File: src/rtl/div_unit_pkg.sv
// Shared definitions for the RV32M divide/remainder engine.
// Holds the M-extension func3 codes and the latched request control payload.
package div_unit_pkg;

    localparam int unsigned FUNC3_W    = 3;
    localparam int unsigned REG_ADDR_W = 5;

    // func3 codes of the divide group (opcode shared with the R-type M ops)
    localparam logic [FUNC3_W-1:0] INST_DIV  = 3'b100;
    localparam logic [FUNC3_W-1:0] INST_DIVU = 3'b101;
    localparam logic [FUNC3_W-1:0] INST_REM  = 3'b110;
    localparam logic [FUNC3_W-1:0] INST_REMU = 3'b111;

    // Control fields carried alongside the datapath for the whole operation
    typedef struct packed {
        logic [FUNC3_W-1:0]    op;
        logic [REG_ADDR_W-1:0] rd;
        logic                  neg_q;
        logic                  neg_r;
    } div_ctrl_t;

    function automatic logic is_signed_op(input logic [FUNC3_W-1:0] op);
        return (op == INST_DIV) || (op == INST_REM);
    endfunction

    function automatic logic is_rem_op(input logic [FUNC3_W-1:0] op);
        return (op == INST_REM) || (op == INST_REMU);
    endfunction

    function automatic logic is_div_op(input logic [FUNC3_W-1:0] op);
        return (op == INST_DIV) || (op == INST_DIVU);
    endfunction

endpackage

File: src/rtl/div_unit.sv
// Multi-cycle radix-2 restoring divider for DIV/DIVU/REM/REMU.
// Holds the pipeline through busy_o and returns the result with rd for writeback.
module div_unit
    import div_unit_pkg::*;
#(
    parameter int unsigned XLEN  = 32,
    parameter int unsigned CNT_W = 5
) (
    input  logic                  clk,
    input  logic                  rst_n,
    input  logic                  start_i,
    input  logic [FUNC3_W-1:0]    op_i,
    input  logic [XLEN-1:0]       dividend_i,
    input  logic [XLEN-1:0]       divisor_i,
    input  logic [REG_ADDR_W-1:0] rd_addr_i,
    input  logic                  flush_i,
    output logic [XLEN-1:0]       result_o,
    output logic                  ready_o,
    output logic                  busy_o,
    output logic [REG_ADDR_W-1:0] rd_addr_o,
    output logic                  reg_wen_o
);

    localparam logic [1:0] S_IDLE  = 2'd0;
    localparam logic [1:0] S_START = 2'd1;
    localparam logic [1:0] S_CALC  = 2'd2;
    localparam logic [1:0] S_END   = 2'd3;

    localparam logic [CNT_W-1:0] LAST_CNT = CNT_W'(XLEN - 1);
    localparam logic [XLEN-1:0]  INT_MIN  = {1'b1, {(XLEN-1){1'b0}}};

    logic [1:0]            state_q, state_d;
    logic [CNT_W-1:0]      cnt_q, cnt_d;
    div_ctrl_t             ctrl_q, ctrl_d;
    logic [XLEN-1:0]       dvd_q, dvd_d;
    logic [XLEN-1:0]       dvs_q, dvs_d;
    logic [XLEN-1:0]       rem_q, rem_d;
    logic [XLEN-1:0]       quot_q, quot_d;
    logic [XLEN-1:0]       result_q, result_d;
    logic                  ready_q, ready_d;
    logic                  busy_q, busy_d;
    logic [REG_ADDR_W-1:0] rd_out_q, rd_out_d;

    logic [XLEN:0]         rem_sh;
    logic [XLEN:0]         diff;
    logic [XLEN-1:0]       step_rem;
    logic [XLEN-1:0]       step_quot;
    logic [XLEN-1:0]       fixed_res;
    logic                  op_signed;
    logic                  overflow;
    logic                  kill;

    function automatic logic [XLEN-1:0] mag(input logic [XLEN-1:0] v, input logic sgn);
        return (sgn && v[XLEN-1]) ? (~v + XLEN'(1)) : v;
    endfunction

    function automatic logic [XLEN-1:0] neg_if(input logic [XLEN-1:0] v, input logic neg);
        return neg ? (~v + XLEN'(1)) : v;
    endfunction

    // One restoring step: shift {rem,quot} left, trial-subtract, keep if nonnegative
    always_comb begin
        rem_sh = {rem_q, quot_q[XLEN-1]};
        diff   = rem_sh - {1'b0, dvs_q};
        if (!diff[XLEN]) begin
            step_rem  = diff[XLEN-1:0];
            step_quot = {quot_q[XLEN-2:0], 1'b1};
        end else begin
            step_rem  = rem_sh[XLEN-1:0];
            step_quot = {quot_q[XLEN-2:0], 1'b0};
        end
    end

    // Final sign fix-up applied on the last step
    always_comb begin
        if (is_rem_op(ctrl_q.op)) begin
            fixed_res = neg_if(step_rem, ctrl_q.neg_r);
        end else begin
            fixed_res = neg_if(step_quot, ctrl_q.neg_q);
        end
    end

    assign op_signed = is_signed_op(ctrl_q.op);
    assign overflow  = op_signed && (dvd_q == INT_MIN) && (dvs_q == '1);

    always_ff @(posedge clk or negedge rst_n) begin
        if (!rst_n) begin
            state_q  <= S_IDLE;
            cnt_q    <= '0;
            ctrl_q   <= '0;
            dvd_q    <= '0;
            dvs_q    <= '0;
            rem_q    <= '0;
            quot_q   <= '0;
            result_q <= '0;
            ready_q  <= 1'b0;
            busy_q   <= 1'b0;
            rd_out_q <= '0;
        end else begin
            state_q  <= state_d;
            cnt_q    <= cnt_d;
            ctrl_q   <= ctrl_d;
            dvd_q    <= dvd_d;
            dvs_q    <= dvs_d;
            rem_q    <= rem_d;
            quot_q   <= quot_d;
            result_q <= result_d;
            ready_q  <= ready_d;
            busy_q   <= busy_d;
            rd_out_q <= rd_out_d;
        end
    end

    // Next-state and next-output logic; result outputs default to zero every cycle
    always_comb begin
        state_d  = state_q;
        cnt_d    = cnt_q;
        ctrl_d   = ctrl_q;
        dvd_d    = dvd_q;
        dvs_d    = dvs_q;
        rem_d    = rem_q;
        quot_d   = quot_q;
        result_d = '0;
        ready_d  = 1'b0;
        rd_out_d = '0;

        case (state_q)
            S_IDLE: begin
                if (start_i && !flush_i) begin
                    state_d      = S_START;
                    ctrl_d.op    = op_i;
                    ctrl_d.rd    = rd_addr_i;
                    ctrl_d.neg_q = 1'b0;
                    ctrl_d.neg_r = 1'b0;
                    dvd_d        = dividend_i;
                    dvs_d        = divisor_i;
                end
            end
            S_START: begin
                if (flush_i) begin
                    state_d = S_IDLE;
                end else if (dvs_q == '0) begin
                    state_d  = S_END;
                    result_d = is_div_op(ctrl_q.op) ? '1 : dvd_q;
                    ready_d  = 1'b1;
                    rd_out_d = ctrl_q.rd;
                end else if (overflow) begin
                    state_d  = S_END;
                    result_d = is_div_op(ctrl_q.op) ? INT_MIN : '0;
                    ready_d  = 1'b1;
                    rd_out_d = ctrl_q.rd;
                end else begin
                    state_d      = S_CALC;
                    ctrl_d.neg_q = op_signed && (dvd_q[XLEN-1] ^ dvs_q[XLEN-1]);
                    ctrl_d.neg_r = op_signed && dvd_q[XLEN-1];
                    quot_d       = mag(dvd_q, op_signed);
                    dvs_d        = mag(dvs_q, op_signed);
                    rem_d        = '0;
                    cnt_d        = '0;
                end
            end
            S_CALC: begin
                if (flush_i) begin
                    state_d = S_IDLE;
                end else begin
                    rem_d  = step_rem;
                    quot_d = step_quot;
                    cnt_d  = cnt_q + CNT_W'(1);
                    if (cnt_q == LAST_CNT) begin
                        state_d  = S_END;
                        result_d = fixed_res;
                        ready_d  = 1'b1;
                        rd_out_d = ctrl_q.rd;
                    end
                end
            end
            S_END: begin
                state_d = S_IDLE;
            end
            default: begin
                state_d = S_IDLE;
            end
        endcase

        busy_d = (state_d == S_START) || (state_d == S_CALC);
    end

    // A flush arriving during END still suppresses the writeback in that cycle
    assign kill      = flush_i && (state_q == S_END);
    assign result_o  = kill ? '0 : result_q;
    assign ready_o   = ready_q && !kill;
    assign reg_wen_o = ready_q && !kill;
    assign rd_addr_o = kill ? '0 : rd_out_q;
    assign busy_o    = busy_q;

endmodule

File: config.mk
export PLATFORM = sky130hd
export DESIGN_NAME = div_unit
export DESIGN_NICKNAME = d
export VERILOG_FILES = /design/src/rtl/div_unit_pkg.sv /design/src/rtl/div_unit.sv
export SDC_FILE = /design/constraint.sdc
export NUM_CORES = 1
export LEC_CHECK = 0
export ABC_CLOCK_PERIOD_IN_PS = 7900
export BUFFER_PORTS_ARGS = -buffer_cell sky130_fd_sc_hd__buf_4
export CORE_AREA = 4 4 246 200
export DETAILED_ROUTE_END_ITERATION = 10
export DIE_AREA = 0 0 250 204
export PLACE_DENSITY = 0.42
export SETUP_SLACK_MARGIN = 0.15
export SLEW_MARGIN = 25
export SYNTH_ARGS = -nofsm -noshare
export SYNTH_HDL_FRONTEND = slang
export SYNTH_SLANG_ARGS = --single-unit
File: constraint.sdc
create_clock -name clk -period 7.9 [get_ports clk]
set_clock_uncertainty 0.05 [all_clocks]
set_input_delay 1.58 -clock clk [delete_from_list [all_inputs] [get_ports clk]]
set_output_delay 1.58 -clock clk [all_outputs]
set_load 0.02 [all_outputs]
=== Word-level counts from Yosys, hierarchy flattened ===
Cells that the tools add are included.

* Add/subtract/negate cells: 6
* Equal/unequal tests: 18
* Mux-type cells: 61
* Bitwise logic cells: 5
* Reduce and logical (&&, ||, !) cells: 22

{| class="wikitable"
|+ Operators with widths
! operator !! number
|-
| $mux 32 || 26
|-
| $pmux 32 s2 || 4
|-
| $add 32x1->32 const B || 4
|-
| $not 32->32 || 4
|-
| $eq 32x32->1 const B || 2
|-
| $mux 5 || 10
|-
| $sub 33x32->33 || 1
|-
| $logic_not 32->1 || 1
|-
| $pmux 5 s2 || 2
|-
| $mux 2 || 9
|-
| $eq 3x3->1 const B || 4
|-
| $ne 2x2->1 const B || 6
|-
| $reduce_and 5->1 || 2
|-
| $logic_and 1x1->1 || 8
|-
| $pmux 2 s4 || 1
|-
| $mux 1 || 7
|-
| $eq 2x2->1 const B || 3
|-
| $reduce_and 6->1 || 1
|-
| $add 5x1->5 const B || 1
|-
| $eq 5x5->1 const B || 1
|-
| $eq 2x1->1 const B || 2
|-
| $logic_or 1x1->1 || 4
|-
| $pmux 2 s2 || 1
|-
| $reduce_bool 2->1 || 2
|-
| 5 further kinds || 6
|}

* Register bits after elaboration: 184
* Input port bits: 76
* Output and inout port bits: 40
* Logic and storage cells: 126

=== Longest topological paths before layout ===
Gate-level depths: netlist of run 1.

* Depth in word-level cells: 10
* Gate-level depth with buffers: 20

=== Least setup slack after synthesis of run 1 ===
No wires, ideal clock.

* Path type: reg2reg
* Start: register quot_q[31]
* End: register result_q[26]
* Setup time: 142 ps
* Arrival: 4425 ps
* Required time: 7708 ps
* Path slack: 3282 ps
* Cell stages (with the launch flop): 20
* Buffers on the path: 4
* Period minus slack after synthesis: 4618 ps
* Cell sequence: dfrtp_1 -> clkbuf_1 -> inv_1 -> ha_1 -> fa_1 -> nand2b_1 -> a211oi_2 -> o21ai_0 -> a211oi_1 -> a211oi_2 -> inv_2 -> buf_4 -> clkbuf_1 -> clkbuf_1 -> ha_1 -> nand3_1 -> o41ai_1 -> a21oi_1 -> o21ai_0 -> o221ai_1

* Word-level cells in the longest chain between the ends: 9

{| class="wikitable"
|+ RTL lines
! item !! RTL line !! source
|-
| start, declared || div_unit.sv:38 || <nowiki>logic [XLEN-1:0] quot_q, quot_d;</nowiki>
|-
| start signal, assigned || div_unit.sv:106 || <nowiki>quot_q <= quot_d;</nowiki>
|-
| $sub 33x32->33 || div_unit.sv:64 || <nowiki>diff = rem_sh - {1'b0, dvs_q};</nowiki>
|-
| $mux 1 / $mux 32 (equally long branches) || div_unit.sv:65 || <nowiki>if (!diff[XLEN]) begin</nowiki>
|-
| $not 32->32 || div_unit.sv:58 || <nowiki>return neg ? (~v + XLEN'(1)) : v;</nowiki>
|-
| $add 32x1->32 || div_unit.sv:58 ||
|-
| $mux 32 || div_unit.sv:58 ||
|-
| $mux 32 (*) || div_unit.sv:76 || <nowiki>if (is_rem_op(ctrl_q.op)) begin</nowiki>
|-
| $mux 32 (*) || div_unit.sv:169 || <nowiki>if (cnt_q == LAST_CNT) begin</nowiki>
|-
| $mux 32 (*) || div_unit.sv:163 || <nowiki>if (flush_i) begin</nowiki>
|-
| $pmux 32 s2 (*) || div_unit.sv:127 || <nowiki>case (state_q)</nowiki>
|-
| net result_d[26] || div_unit.sv:39 || <nowiki>logic [XLEN-1:0] result_q, result_d;</nowiki>
|-
| end signal, assigned || div_unit.sv:107 || <nowiki>result_q <= result_d;</nowiki>
|-
| end, declared || div_unit.sv:39 ||
|}

The timed path passes the listed nets; every way through them passes the cells marked *.
A chain may end at the register's enable or synchronous reset.

=== Final worst setup path of run 1 ===
* Start: register quot_q[31]
* End: register result_q[25]

Same word-level chain as after synthesis.

==> flow_summary.ini, run 1 <==
[route]
vias_per_cell = 5.47
drtIter0Drc = 1102
firstDrtPassIters = 5
routed-via-count = 13100
drtAntennaViolNets = 0
wl_per_cell_um = 21.4
drc = 0
drt_wl_total_um = 51500

[power]
ir_worst_vdd_uv = 186
leakage_nw = 6.58
power_per_cell_area_nw_per_um2 = 318

[clock_tree]
holdBufCountCts = 0
numCtsBuffers = 17
clock_latency_ns = 0.47
cts_root_buf = clkbuf_16
post_cts_buffers = 0
post_cts_resized = 0
clkTransAtPathRegs_ns = 0.08
cts_tree = built
clock_path_buffers = 2
clock-sinks = 184
htreeDepth = 4

[timing]
setup_viol = 0
hold_viol_final = 0
worstMarginPinSlew_ns = 1.07
fin_crit_ns = 5.23
drv_slew = 0
max_slew_margin_pct = 27.1
fin_crit_sh_pct = 66.2
setup-tns-final_ns = 0
fmax_mhz = 191
rsz0062_at_grt = no

[floorplan]
start_util_pct = 29.7
ioPinCount = 116
chipWidth_um = 250
die_area_um2 = 51000
core_um2 = 46600
dieHeight_um = 204
fp-row-count = 71

[grt]
grt_usage_pct = 19.9
first_global_vias = 12600
grt_pass1_wl_um = 78900
grt_max_degree = 88
grt_antenna_before_repair = 4
grt_overflow = 0

[setup_path]
crit_chain = inv_1 > ha_1 > fa_1 > nand2b_1 > a211oi_2 > o21a_1 > o2111ai_1 > a211oi_4 > buf_4 > mux2i_1 > or3b_1 > o211ai_1 > a21oi_1 > or4_1
crit_slowest_cell = buf_4
start_kind = flop
critical_path.max_stage_delay_ns = 0.60
endpoint_kind = flop
cp_max_fo = 56
timing.rr.start = quot_q[31]
cp.arrival_ns = 5.51
worstSetupPathType = reg -> reg
worstPathRequired_ns = 8.18
startpoint = quot_q[31]

[flow_run]
drv_cap = 0

[cells_and_area]
register_area_um2 = 4610
layout_common_cells = nand2_1 (183), dfrtp_1 (183), a21oi_1 (171)
multi_input_area_um2 = 8660
drive_gt1_share_pct = 13.7
stdcell_area_um2 = 15800
syn2layout_area_growth_pct = 14.2
nNetsFinal = 1889
fill_cells = 4956
num_antenna_cells = 0

[synthesis]
yosysUniqueCellTypes = 90
syn_inst = 1727
synth_nets = 1846
syn_area_um2 = 13900
synth_edf_count = 0
ys_seq_elements = 184
avgSynthCellArea_um2 = 8.03
seq_area_frac_synth_pct = 33.2
yosys_warnings = 0
ys.flop_type = dfrtp_1
ys_async_sr_fraction_pct = 100

[run_status]
status = completed

[placed_design]
port_buffers = 115
dpl.hpwl_um = 39300
dpl_cell_area_um2 = 15200
place.gp.congestion = 0.863

[hold_path]
min_from = ctrl_q[5]
hold_class = reg -> reg
[kinds of logic (layout without fill, tap and decap cells)]
logic type | Yosys count | after routing | synth area share, %
simple gates | 651 | 651 | 23.2
compound gates | 513 | 513 | 22.9
flops | 184 | 184 | 33.2
buf+inv | 161 | 217 | 4.68
xor+xnor | 108 | 108 | 6.82
mux | 67 | 67 | 5.22
fa+ha+maj | 43 | 43 | 3.93
[registers in the layout, summed over array words and instances (netlist names)]
register / cells
rd_out_q: 5
ready_q: 1
dvd_q: 32
ctrl_q: 10
state_q: 2
busy_o: 1
cnt_q: 5
result_q: 32
quot_q: 32
rem_q: 32
dvs_q: 32
[synth_stat cells (all sizes together), types with 18 or more instances]
cell / count / area, um2
dfrtp: 184 / 4600
xnor2: 60 / 526
xor2: 48 / 420
nand2: 185 / 697
mux2: 42 / 473
inv: 55 / 206
mux2i: 25 / 250
o21ai: 160 / 805
a21oi: 174 / 882
nand4: 29 / 203
nor3: 49 / 262
nor4: 20 / 131
nand3: 60 / 300
nor2: 146 / 548
o22ai: 23 / 150
and2: 58 / 363
or3: 28 / 175
and3: 18 / 113
clkbuf: 75 / 283
o31ai: 19 / 148
buf: 31 / 160
ha: 42 / 526
[final cells by class]
| class | instances | area share, % |
|---|---|---|
| multi-input combinational | 1382 | 54.7 |
| sequential | 184 | 29.1 |
| timing repair buffer | 130 | 6.23 |
| tap | 620 | 4.90 |
| clock buffer | 18 | 2.77 |
| inverter | 55 | 1.30 |
| clock inverter | 14 | 1.02 |
[worst max-delay path, delay by kind of cell (launching register included)]
| kind | cells | cell delay [ns] |
|---|---|---|
| buffers and inverters | 2 | 0.71 |
| multiplexers | 1 | 0.55 |
| AND/OR/NAND/NOR | 3 | 1.32 |
| AO/OA/AOI/OAI | 6 | 1.37 |
| flip-flops | 1 | 0.46 |
| adder cells (fa/ha/maj) | 2 | 0.62 |
[where the power goes]
| part | internal, mW | switching [mW] |
|---|---|---|
| registers | 1.22 | 0.483 |
| clock network | 0.484 | 0.431 |
| logic | 0.889 | 1.53 |
[worst paths after layout]
| path | end | cells past startpoint | slack, ns |
|---|---|---|---|
| hold reg to reg | rd_out_q[3] | 1 | 0.43 |
| setup reg to reg | result_q[25] | 14 | 2.67 |
| max in group asynchronous | dvd_q[19] | 2 | 5.48 |
| min in group asynchronous | rem_q[20] | 1 | 1.12 |
| setup / recovery | result_q[25] | 14 | 2.67 |
| hold / removal | rd_out_q[3] | 1 | 0.43 |
[stage by stage]
stage               setup WS (ns)  total power [mW]  hold WS, ns  util (%)  std cells
global route                 2.38              5.43        0.452      34.0       2403
detailed placement           2.76              4.11        0.409      32.6       2371
floorplan                    3.28              3.33        0.395         -       1727
finish                       2.67              5.03        0.426      34.0       2403
CTS                          2.73              5.05        0.426      33.9       2403
global placement             2.82              4.09        0.404      32.6       2371
[layer usage]
layer  wire length, um  track usage, %
met5                 0               0
met4               425            3.09
met2             22200            30.1
met3              2460            3.58
met1             26400            30.0
No activity file was read; power rests on OpenSTA's default activity.
==> run 2: changes to the inputs <==
- ABC_AREA: default -> 1
- ABC_CLOCK_PERIOD_IN_PS: 7900 -> 5200
- CORE_AREA: 4 4 246 200 -> 4 4 255 207
- DIE_AREA: 0 0 250 204 -> 0 0 259 211
- clock period: 7.9 -> 5.2 ns (I/O delays scaled with it)
==> flow_summary.ini, run 2 <==
[run_status]
status = completed

[grt]
grt_antenna_before_repair = 1
grt_overflow = 0
grt_pass1_wl_um = 84800
first_global_vias = 14500
grt_usage_pct = 20.0
grt_max_degree = 79

[timing]
setup_viol = 0
fmax_mhz = 223
max_slew_margin_pct = 42.9
rsz0062_at_grt = no
fin_crit_ns = 4.49
drv_slew = 0
hold_viol_final = 0
worstMarginPinSlew_ns = 0.856
fin_crit_sh_pct = 86.3
setup-tns-final_ns = 0
whs_ns = 0.407

[setup_path]
critical_path.max_stage_delay_ns = 0.41
endpoint_kind = flop
timing.rr.start = dvs_q[0]
cp.arrival_ns = 4.83
cp_max_fo = 9
start_kind = flop
cpLargestDelayFamily = simple AND/OR/NAND/NOR gates
crit_slowest_cell = dfrtp_1
cp_common_cell = nand2_4
r2r_end = result_q[28]
cp_num_buf_inv = 3
startpoint = dvs_q[0]
worstPathRequired_ns = 5.54
reg2reg_slack_ns = 0.71
worstSetupPathType = reg -> reg
r2r_cells = 30

[synthesis]
synth_area_leaders = dfrtp_1 (31%), nand2_1 (16%), inv_1 (8.1%)
yosysUniqueCellTypes = 56
ys_seq_elements = 184
synth.top_cell.area_share_pct = 30.7
synth_edf_count = 0
yosys_warnings = 0
avgSynthCellArea_um2 = 6.47
syn_area_um2 = 15000
ys_async_sr_fraction_pct = 100
seq_area_frac_synth_pct = 30.7
synth_area_leader_cell = dfrtp_1
ys.flop_type = dfrtp_1
synth_common_cells = nand2_1 (628), inv_1 (324), nor2_1 (231)
syn_inst = 2315
synth_nets = 2434
synth_most_common_cell = nand2_1

[cells_and_area]
drive_gt1_share_pct = 12.7
stdcell_area_um2 = 17100
nNetsFinal = 2511
multi_input_area_um2 = 8750
syn2layout_area_growth_pct = 14.1
layout_common_cells = nand2_1 (628), inv_1 (324), nor2_1 (230)
register_area_um2 = 4600
num_antenna_cells = 0
final_common_cell = nand2_1
final_cell_count_no_fill = 3089
final_core_util_pct = 33.9
fill_cells = 5584

[power]
power_per_cell_area_nw_per_um2 = 500
leakage_nw = 8.63
ir_worst_vdd_uv = 288

[hold_path]
whs_endpoint = cnt_q[3]
min_from = cnt_q[3]
hold_class = reg -> reg
hold_depth = 1

[route]
drc = 0
wl_per_cell_um = 17.8
firstDrtPassIters = 6
routed-via-count = 15200
vias_per_cell = 4.93
drtIter0Drc = 1222
drt_wl_total_um = 54900
drtAntennaViolNets = 0

[placed_design]
dpl.hpwl_um = 43300
dpl_cell_area_um2 = 16500
place.gp.congestion = 0.888
port_buffers = 115
dp.cells = 3057

[clock_tree]
holdBufCountCts = 0
cts_root_buf = clkbuf_16
htreeDepth = 4
cts_tree = built
numCtsBuffers = 17
clock_path_buffers = 2
clock_latency_ns = 0.47
clkTransAtPathRegs_ns = 0.08
clock-sinks = 184

[floorplan]
start_util_pct = 29.7
dieHeight_um = 211
die_area_um2 = 54600
fp-row-count = 74
ioPinCount = 116
core_um2 = 50500
chipWidth_um = 259

[flow_run]
drv_cap = 0
-- run 2: cell count changes after synthesis, sizes merged, moves of 38 or more --
cell,change
nand3,+116
inv,+280
nor2,+106
nand2,+498
and2,-56
a21oi,-49
o21ai,+38
xnor2,-44
-- run 2: worst max-delay path by stage --
stage,endpoint,slack (ns),cells past startpoint
finish,result_q[28],0.71,30
global route,result_q[28],0.18,30
CTS,result_q[28],0.70,30
detailed placement,result_q[28],0.72,30
global placement,result_q[28],0.80,30
floorplan,result_q[28],1.11,32
-- run 2: final cells by class --
class                           count  area share [%]
Multi-Input combinational cell   1712            51.1
Sequential cell                   184            26.9
Inverter                          336            7.40
Timing Repair Buffer              141            6.22
Tap cell                          684            5.00
Clock buffer                       18            2.51
Clock inverter                     14           0.819
-- run 2: per-layer routing --
metal	share of wire, %	vias up	track usage [%]
li1	-	7587	-
met1	51	7231	30.4
met2	42	367	29.2
met3	5.0	51	3.56
met4	1.9	0	4.99
met5	0	-	0
-- run 2: power breakdown --
| group | switching, mW | internal [mW] |
|---|---|---|
| clock network | 0.678 | 0.676 |
| registers | 0.511 | 1.88 |
| logic | 3.32 | 1.49 |
| total | 4.51 | 4.04 |
-- run 2: cells by family (layout without fill, tap and decap cells) --
logic type,Yosys count,count (layout),synth area share (%)
buf+inv,419,509,11.1
xor+xnor,57,57,3.33
fa+ha+maj,43,43,3.64
simple gates,1190,1190,34.7
flops,184,184,30.7
compound gates,400,400,14.9
mux,22,22,1.65
-- run 2: worst reg2reg max path: cells and delay by family, from the launching register on --
kind / cells / cell delay, ns
compound gates: 5 / 0.65
buf+inv: 3 / 0.30
flops: 1 / 0.41
fa+ha+maj: 3 / 0.82
simple gates: 19 / 2.20
-- run 2: stage by stage --
stage | power [mW] | worst slack (ns)
2_1_floorplan | 5.70 | 1.11
3_3_place_gp | 7.22 | 0.805
3_5_place_dp | 7.20 | 0.723
4_1_cts | 8.61 | 0.704
5_1_grt | 9.37 | 0.184
6_report | 8.55 | 0.714
-- run 2: timing repair --
action	CTS	global route
gates resized for setup	0	1
setup endpoints to repair	0	1
buffers inserted	0	0
==> run 3: changes to the inputs <==
- CORE_AREA: 4 4 255 207 -> 4 4 279 227
- DIE_AREA: 0 0 259 211 -> 0 0 283 231
- PLACE_DENSITY: 0.42 -> 0.37
==> flow_summary.ini, run 3 (synthesis results as in run 2) <==
[setup_path]
worstSetupEndpoint = result_q[28]
timing.rr.start = quot_q[31]
cp.arrival_ns = 4.84
critical_path.max_stage_delay_ns = 0.41
worstPathRequired_ns = 5.57
cp_common_cell = nand2_4
worstSetupPathType = reg -> reg
reg2reg_slack_ns = 0.73
start_kind = flop
r2r_end = result_q[28]
cp_max_fo = 9
startpoint = quot_q[31]
endpoint_kind = flop
crit_slowest_cell = fa_1
r2r_cells = 31

[grt]
first_global_vias = 14900
grt_overflow = 0
grt_pass1_wl_um = 90700
grt_usage_pct = 17.9
grt_max_degree = 81
grt_antenna_before_repair = 2

[route]
vias_per_cell = 4.75
drt_wl_total_um = 58000
drtAntennaViolNets = 0
wl_per_cell_um = 18.2
routed-via-count = 15200
drc = 0
firstDrtPassIters = 5
drtIter0Drc = 1158

[timing]
worstMarginPinSlew_ns = 0.982
max_slew_margin_pct = 34.5
drv_slew = 0
hold_viol_final = 0
whs_ns = 0.409
rsz0062_at_grt = no
fin_crit_sh_pct = 85.9
setup_viol = 0
setup-tns-final_ns = 0
fmax_mhz = 224
fin_crit_ns = 4.47

[clock_tree]
cts_root_buf = clkbuf_16
clock_path_buffers = 2
cts_tree = built
htreeDepth = 4
clock-sinks = 184
numCtsBuffers = 17
clkTransAtPathRegs_ns = 0.08
clock_latency_ns = 0.50
holdBufCountCts = 0

[power]
power_frac_clock_pct = 16.6
switchingPower_mw = 4.57
leakage_nw = 8.66
p_int_mw = 4.10
pwr-share-comb_pct = 55.2
ir_worst_vdd_uv = 308
swShare_pct = 52.7
power_frac_seq_pct = 28.2
power_per_cell_area_nw_per_um2 = 501

[floorplan]
dieHeight_um = 231
start_util_pct = 24.8
core_um2 = 60500
die_area_um2 = 65400
fp-row-count = 81
ioPinCount = 116
chipWidth_um = 283

[cells_and_area]
num_antenna_cells = 0
nNetsFinal = 2513
layout_common_cells = nand2_1 (628), inv_1 (324), nor2_1 (228)
syn2layout_area_growth_pct = 15.6
final_common_cell = nand2_1
drive_gt1_share_pct = 12.9

[run_status]
status = completed

[placed_design]
port_buffers = 115
dpl.hpwl_um = 46000
place.gp.congestion = 0.870

[hold_path]
hold_class = reg -> reg

[flow_run]
drv_cap = 0
[run 3: critical path: cells and delay by family, from the launching register on]
kind	cells	cell delay, ns
buffers and inverters	4	0.38
DFF	1	0.35
adders and majority gates	3	0.79
AOI/OAI and AO/OA	5	0.65
and+or+nand+nor	19	2.14
[run 3: final cells by class]
class,instances,area [um2]
Clock buffer,18,429
Timing Repair Buffer,143,1100
Sequential cell,184,4600
Inverter,336,1270
Multi-Input combinational cell,1712,8750
Tap cell,788,986
Fill cell,6698,43200
Clock inverter,14,184
[run 3: routing by layer]
layer	share of wire, %	track usage (%)	wire length (um)	vias to the layer above
met1	52	26.9	30400	7277
met3	3.7	2.52	2130	33
li1	-	-	-	7600
met4	1.0	3.72	581	2
met5	0.022	0	13	-
met2	43	27.1	24900	279
[run 3: worst min-delay path by stage]
stage,start,end,slack (ns),cells after the start
CTS,cnt_q[3],cnt_q[3],0.41,1
detailed placement,cnt_q[3],cnt_q[3],0.40,1
global placement,cnt_q[3],cnt_q[3],0.40,1
global route,cnt_q[3],cnt_q[3],0.45,1
finish,cnt_q[3],cnt_q[3],0.41,1
floorplan,cnt_q[3],cnt_q[3],0.37,1
[run 3: power by group through the flow]
stage               clock, mW  combinational (mW)  sequential (mW)
global placement            0                4.81             2.46
CTS                      1.50                4.83             2.44
global route             1.55                5.44             2.52
floorplan                   0                3.45             2.26
finish                   1.44                4.79             2.44
detailed placement          0                4.80             2.47
[run 3: timing repair]
| item | CTS | global route |
|---|---|---|
| resized for setup | 0 | 3 |
| setup endpoints to repair | 0 | 1 |
| setup buffers | 0 | 1 |
[run 3: through the flow]
step / instances / setup slack, ns / total power, mW / util, % / cell area (um2)
final: 3195 / 0.731 / 8.68 / 28.6 / 17300
after global routing: 3195 / 0.219 / 9.51 / 28.6 / 17300
after CTS: 3194 / 0.687 / 8.77 / 28.6 / 17300
after detailed placement: 3162 / 0.710 / 7.26 / 27.6 / 16700
after global placement: 3162 / 0.728 / 7.28 / 27.6 / 16700
after floorplan: 2315 / 1.11 / 5.70 / - / 15000
